===== src/rtl/instr_fetch.sv =====
// -----------------------------------------------------------------------------
// instr_fetch
//
// Fetch-side initiator for the instruction memory.
//
// The block holds the program counter and drives it as the word-aligned byte
// address of a combinational imem read port. Each returned word is stored in a
// small FIFO together with its PC. Decode takes {pc, instr} from the FIFO over
// a valid/ready handshake.
//
// Fetch has three states:
//   RUN   - fetching allowed
//   HALT  - entered after an EBREAK is pushed
//   FAULT - entered on a misaligned redirect target
//
// A redirect has the highest priority. It flushes the FIFO and reloads the PC.
// An aligned redirect returns to RUN from any state.
//
// Optional feature: define INSTR_FETCH_PERF_EN to add saturating fetch and
// stall counters (fetch_cnt_o, stall_cnt_o).
//
// Ports:
//   clk           in   clock
//   rst_n         in   asynchronous active-low reset
//   fetch_en_i    in   fetch allowed (low blocks pushes only)
//   addr_o        out  byte address to imem (= PC)
//   instr_i       in   instruction from imem, valid in the same cycle
//   redirect_i    in   branch/jump/trap redirect strobe
//   redirect_pc_i in   redirect target byte address
//   valid_o       out  head FIFO entry valid
//   ready_i       in   decode accepts head entry
//   pc_o          out  PC of head entry (0 when empty)
//   instr_o       out  instruction of head entry (0 when empty)
//   halted_o      out  state is HALT
//   fault_o       out  state is FAULT
//   fetch_cnt_o   out  (INSTR_FETCH_PERF_EN) pushes, saturating
//   stall_cnt_o   out  (INSTR_FETCH_PERF_EN) full-FIFO stall cycles, saturating
// -----------------------------------------------------------------------------
module instr_fetch #(
    parameter int                    DATA_WIDTH = 32,
    parameter logic [DATA_WIDTH-1:0] RESET_PC   = '0,
    parameter int                    FIFO_DEPTH = 2,
    parameter logic [DATA_WIDTH-1:0] HALT_INSTR = 32'h0010_0073
) (
    input  logic                  clk,
    input  logic                  rst_n,
    input  logic                  fetch_en_i,
    output logic [DATA_WIDTH-1:0] addr_o,
    input  logic [DATA_WIDTH-1:0] instr_i,
    input  logic                  redirect_i,
    input  logic [DATA_WIDTH-1:0] redirect_pc_i,
    output logic                  valid_o,
    input  logic                  ready_i,
    output logic [DATA_WIDTH-1:0] pc_o,
    output logic [DATA_WIDTH-1:0] instr_o,
    output logic                  halted_o,
`ifdef INSTR_FETCH_PERF_EN
    output logic                  fault_o,
    output logic [31:0]           fetch_cnt_o,
    output logic [31:0]           stall_cnt_o
`else
    output logic                  fault_o
`endif
);

    localparam int PTR_W = (FIFO_DEPTH > 1) ? $clog2(FIFO_DEPTH) : 1;
    localparam int CNT_W = PTR_W + 1;

    typedef enum logic [1:0] {
        S_RUN   = 2'd0,
        S_HALT  = 2'd1,
        S_FAULT = 2'd2
    } state_t;

    state_t                r_state;
    state_t                w_state_next;
    logic [DATA_WIDTH-1:0] r_pc;
    logic [PTR_W-1:0]      r_wr_ptr;
    logic [PTR_W-1:0]      r_rd_ptr;
    logic [CNT_W-1:0]      r_count;

    // Storage needs no reset; the outputs are gated by r_count.
    logic [DATA_WIDTH-1:0] r_fifo_pc    [FIFO_DEPTH];
    logic [DATA_WIDTH-1:0] r_fifo_instr [FIFO_DEPTH];

    logic                  w_full;
    logic                  w_push;
    logic                  w_pop;
    logic                  w_misaligned;
    logic [DATA_WIDTH-1:0] w_redirect_aligned;

    assign w_full = (r_count == CNT_W'(FIFO_DEPTH));
    assign valid_o = (r_count != '0);

    // A redirect cycle neither pushes nor pops. A head entry offered during
    // a redirect is therefore not accepted.
    assign w_push = (r_state == S_RUN) && fetch_en_i && !redirect_i && !w_full;
    assign w_pop  = valid_o && ready_i && !redirect_i;

    assign w_misaligned       = (redirect_pc_i[1:0] != 2'b00);
    assign w_redirect_aligned = {redirect_pc_i[DATA_WIDTH-1:2], 2'b00};

    assign addr_o   = r_pc;
    assign pc_o     = valid_o ? r_fifo_pc[r_rd_ptr]    : '0;
    assign instr_o  = valid_o ? r_fifo_instr[r_rd_ptr] : '0;
    assign halted_o = (r_state == S_HALT);
    assign fault_o  = (r_state == S_FAULT);

    // ---------------- FSM ----------------
    always_ff @(posedge clk or negedge rst_n) begin
        if (!rst_n) begin
            r_state <= S_RUN;
        end else begin
            r_state <= w_state_next;
        end
    end

    always_comb begin
        w_state_next = r_state;
        if (redirect_i) begin
            w_state_next = w_misaligned ? S_FAULT : S_RUN;
        end else if (w_push && (instr_i == HALT_INSTR)) begin
            // The EBREAK word itself is still enqueued this cycle.
            w_state_next = S_HALT;
        end
    end

    // ---------------- PC and FIFO control ----------------
    always_ff @(posedge clk or negedge rst_n) begin
        if (!rst_n) begin
            r_pc     <= RESET_PC;
            r_wr_ptr <= '0;
            r_rd_ptr <= '0;
            r_count  <= '0;
        end else if (redirect_i) begin
            r_pc     <= w_redirect_aligned;
            r_wr_ptr <= '0;
            r_rd_ptr <= '0;
            r_count  <= '0;
        end else begin
            if (w_push) begin
                r_pc     <= r_pc + DATA_WIDTH'(4);
                r_wr_ptr <= r_wr_ptr + PTR_W'(1);
            end
            if (w_pop) begin
                r_rd_ptr <= r_rd_ptr + PTR_W'(1);
            end
            if (w_push && !w_pop) begin
                r_count <= r_count + CNT_W'(1);
            end else if (!w_push && w_pop) begin
                r_count <= r_count - CNT_W'(1);
            end
        end
    end

    always_ff @(posedge clk) begin
        if (w_push) begin
            r_fifo_pc[r_wr_ptr]    <= r_pc;
            r_fifo_instr[r_wr_ptr] <= instr_i;
        end
    end

`ifdef INSTR_FETCH_PERF_EN
    // ---------------- saturating performance counters ----------------
    logic [31:0] r_fetch_cnt;
    logic [31:0] r_stall_cnt;
    logic        w_stall;

    assign w_stall = (r_state == S_RUN) && fetch_en_i && w_full && !redirect_i;

    always_ff @(posedge clk or negedge rst_n) begin
        if (!rst_n) begin
            r_fetch_cnt <= '0;
            r_stall_cnt <= '0;
        end else begin
            if (w_push && (r_fetch_cnt != '1)) begin
                r_fetch_cnt <= r_fetch_cnt + 32'd1;
            end
            if (w_stall && (r_stall_cnt != '1)) begin
                r_stall_cnt <= r_stall_cnt + 32'd1;
            end
        end
    end

    assign fetch_cnt_o = r_fetch_cnt;
    assign stall_cnt_o = r_stall_cnt;
`endif

endmodule


===== config.mk =====
export PLATFORM = sky130hd
export DESIGN_NAME = instr_fetch
export DESIGN_NICKNAME = d
export VERILOG_FILES = /design/src/rtl/instr_fetch.sv
export SDC_FILE = /design/constraint.sdc
export NUM_CORES = 1
export LEC_CHECK = 0
export CORE_MARGIN = 2
export CORE_UTILIZATION = 54
export CTS_CLUSTER_SIZE = 24
export DETAILED_ROUTE_END_ITERATION = 10
export GPL_TIMING_DRIVEN = 1
export PLACE_DENSITY = 0.91
export SLEW_MARGIN = 10
export SYNTH_ARGS = -nofsm -noshare
export SYNTH_HDL_FRONTEND = slang
export SYNTH_SLANG_ARGS = --single-unit

===== constraint.sdc =====
create_clock -name clk -period 17.3 [get_ports clk]
set_clock_uncertainty 0.15 [all_clocks]
set_input_delay 5.19 -clock clk [delete_from_list [all_inputs] [get_ports clk]]
set_output_delay 5.19 -clock clk [all_outputs]
set_load 0.1 [all_outputs]

==> flow_metrics.env <==
export IMPL_outcome="finished, final reports clean"
export IMPL_cp_num_buf_inv=1
export IMPL_clock_root_buffer="clkbuf_16"
export IMPL_min_period_over_period=0.493
export IMPL_worstPathCellList="mux2i_1 -> nor2_1 -> clkdlybuf4s50_1"
export IMPL_place_gp_congestion=0.860
export IMPL_cts_tree="done"
export IMPL_layout_drive_gt1_share=0.0595
export IMPL_ios=168
export IMPL_diodes=0
export IMPL_ys_types=43
export IMPL_track_usage=0.257
export IMPL_drc=0
export IMPL_clkLatencyLatePin_ns=0.41
export IMPL_antenna_found_initial=0
export IMPL_nFillCells=834
export IMPL_layout_cells_non_filler=878
export IMPL_worstReg2RegStart="r_state[1]"
export IMPL_dpl_cell_area_um2=8720
export IMPL_core_area_um2=12600
export IMPL_seq_area_um2=4630
export IMPL_crit_required_ns=11.96
export IMPL_peakVddDrop_v=0.0000702
export IMPL_syn_to_final_growth_pct=33.8
export IMPL_min_path_type="flop to flop"
export IMPL_min_from="r_state[0]"
export IMPL_relSlewSlack=0.256
export IMPL_cpMaxStageDelayCell="clkdlybuf4s50_1"
export IMPL_path_max_fanout=63
export IMPL_cts_setup_buffers=0
export IMPL_gr_total_overflow=0
export IMPL_first_pass_iters=6
export IMPL_finalHoldViolCount=0
export IMPL_rsz0062_at_grt="false"
export IMPL_postCtsHoldBufs=0
export IMPL_cts_buffers=17
export IMPL_endpoint_kind="primary output"
export IMPL_hpwlAfterDp_um=11500
export IMPL_totalWireLength_um=17500
export IMPL_multi_input_area_um2=2190
export IMPL_port_buffers=163
export IMPL_viasPerCell=5.91
export IMPL_r2r_end="r_fifo_pc[1][4]"
export IMPL_cts_buffer_depth=2
export IMPL_grt_pass1_vias=5337
export IMPL_grt_max_degree=64
export IMPL_rr_worst_depth=4
export IMPL_powerDensity_nw_per_um2=107
export IMPL_ys_warnings_count=0
export IMPL_die_h_um=118
export IMPL_synth_top_flop_cell="edfxtp_1"
export IMPL_cp_start_kind="flop"
export IMPL_dr_first_iter_drc_count=442
export IMPL_ys_seq_elements=160
export IMPL_fp_row_count=41
export IMPL_whs_endpoint="r_state[0]"
export IMPL_synth_edf_count=124
export IMPL_dp_cells=846
export IMPL_drv_slew=0
export IMPL_grt_pass1_wl_um=27800
export IMPL_hold_ws_ns=0.420
export IMPL_avgSynthCellArea_um2=13.0
export IMPL_die_area_um2=13800
export IMPL_post_route_util=0.738
export IMPL_critPathTopFamily="buffers and inverters"
export IMPL_tns_ns=0
export IMPL_ctsHtreeMaxLevel=4
export IMPL_syn_cell_area_um2=6960
export IMPL_vias=5191
export IMPL_ctsResizeCount=0
export IMPL_clk_pin_slew_ns=0.06
export IMPL_wl_per_cell_um=20.0
export IMPL_setup_viol=0
export IMPL_p_leak_nw=3.05
export IMPL_max_freq_mhz=117
export IMPL_cp_data_arrival_time_ns=3.20
export IMPL_slowest_delay_ns=1.17
export IMPL_clkSinkCount=160
export IMPL_r2r_setup_slack_ns=13.61
export IMPL_fin_nets=763
export IMPL_syn_inst=536
export IMPL_min_period_ns=8.54
export IMPL_tightest_slew_ns=1.12
export IMPL_holdPathStages=1
export IMPL_layout_commonest_cell="clkdlybuf4s50_1"
export IMPL_design_area_um2=9320
export IMPL_drtAntennaViolNets=0
export IMPL_async_flop_share=0.225
export IMPL_initial_core_util=0.552
export IMPL_critical_path_class="flop to primary output"
export IMPL_maxCapViolations=0
export IMPL_yosysSeqAreaShare=0.664
export IMPL_die_x_um=118
export IMPL_layout_common_cells="clkdlybuf4s50_1 (162), edfxtp_1 (124), nor2_1 (81)"
==> metal layers <==
layer	GRT usage	vias to the layer above	wire, um
met5	0	-	0
met1	0.321	2516	6720
met2	0.446	309	9090
met3	0.0552	32	1410
li1	-	2334	-
met4	0.0904	0	327
==> cell usage after synthesis, types with 2 or more instances <==
library cell,count,area share
nor4b_1,3,0.0038
nor4_1,8,0.0072
nor3_1,4,0.0029
nand2_1,25,0.013
nand4_1,14,0.013
dfrtp_1,36,0.13
nor2_1,82,0.044
nor2b_1,7,0.0063
buf_6,2,0.0032
nor3b_1,4,0.0043
mux2i_1,63,0.091
a21oi_1,4,0.0029
xor2_1,5,0.0063
nor4bb_1,2,0.0029
inv_1,5,0.0027
or3_1,5,0.0045
o31ai_1,10,0.011
nand3_1,20,0.014
o211ai_1,6,0.0065
clkbuf_1,27,0.015
xnor2_1,4,0.0050
and4_1,4,0.0050
and3_1,2,0.0018
o21ai_0,15,0.011
or4_1,22,0.024
edfxtp_1,124,0.53
a221oi_1,2,0.0025
a31oi_1,13,0.012
buf_4,4,0.0043
==> through the flow <==
step	setup WS, ns	total power (W)
after detailed placement	8.39	0.000622
after global placement	8.65	0.000618
after global routing	8.44	0.00102
after CTS	8.77	0.000994
after floorplan	5.94	0.000566
final	8.76	0.000993
==> final cells by class <==
type,count,share of cell area
Multi-Input combinational cell,341,0.235
Inverter,5,0.00201
Timing Repair Buffer,168,0.179
Sequential cell,160,0.497
Clock inverter,11,0.0146
Tap cell,172,0.0231
Clock buffer,21,0.0494
==> power by group <==
group / internal (W) / switching (W) / leakage (nW) / total, W
Sequential: 0.000429 / 0.0000203 / 1.54 / 0.000449
Clock: 0.000234 / 0.000143 / 0.299 / 0.000377
Combinational: 0.0000462 / 0.000121 / 1.21 / 0.000167
==> how the worst max path moves through the flow <==
stage                     slack [ns]            endpoint  cells after the start  startpoint
after detailed placement        8.39  r_fifo_instr[1][6]                      5  fetch_en_i
after global routing            8.44     r_fifo_pc[1][4]                      5  fetch_en_i
final                           8.76             pc_o[7]                      3    r_rd_ptr
after floorplan                 5.94  r_fifo_instr[1][0]                      3  fetch_en_i
after global placement          8.65  r_fifo_instr[1][1]                      5  fetch_en_i
after CTS                       8.77         instr_o[19]                      3    r_rd_ptr
==> registers in the layout (all words and copies together) (netlist names) <==
name and cells:
r_rd_ptr 1, r_fifo_instr 64, addr_o 30, r_count 2, r_wr_ptr 1, r_state 2
r_fifo_pc 60
==> worst reg2reg max path: cells and delay by family (launching register included) <==
family                 cells  cell delay, ns
AND/OR/NAND/NOR            3            2.02
buffers and inverters      1            0.69
flip-flops                 1            0.42
==> kinds of logic (layout without fill, tap and decap cells) <==
family | count (synthesis) | after routing | share of synthesized area
fa+ha+maj | 1 | 1 | 0.00180
xor+xnor | 9 | 9 | 0.0113
flops | 160 | 160 | 0.664
mux | 63 | 63 | 0.0906
other cells | 1 | 4 | 0.000539
buf+inv | 38 | 205 | 0.0248
simple gates | 208 | 208 | 0.154
compound gates | 56 | 56 | 0.0525
No activity file was read; power rests on OpenSTA's default activity.
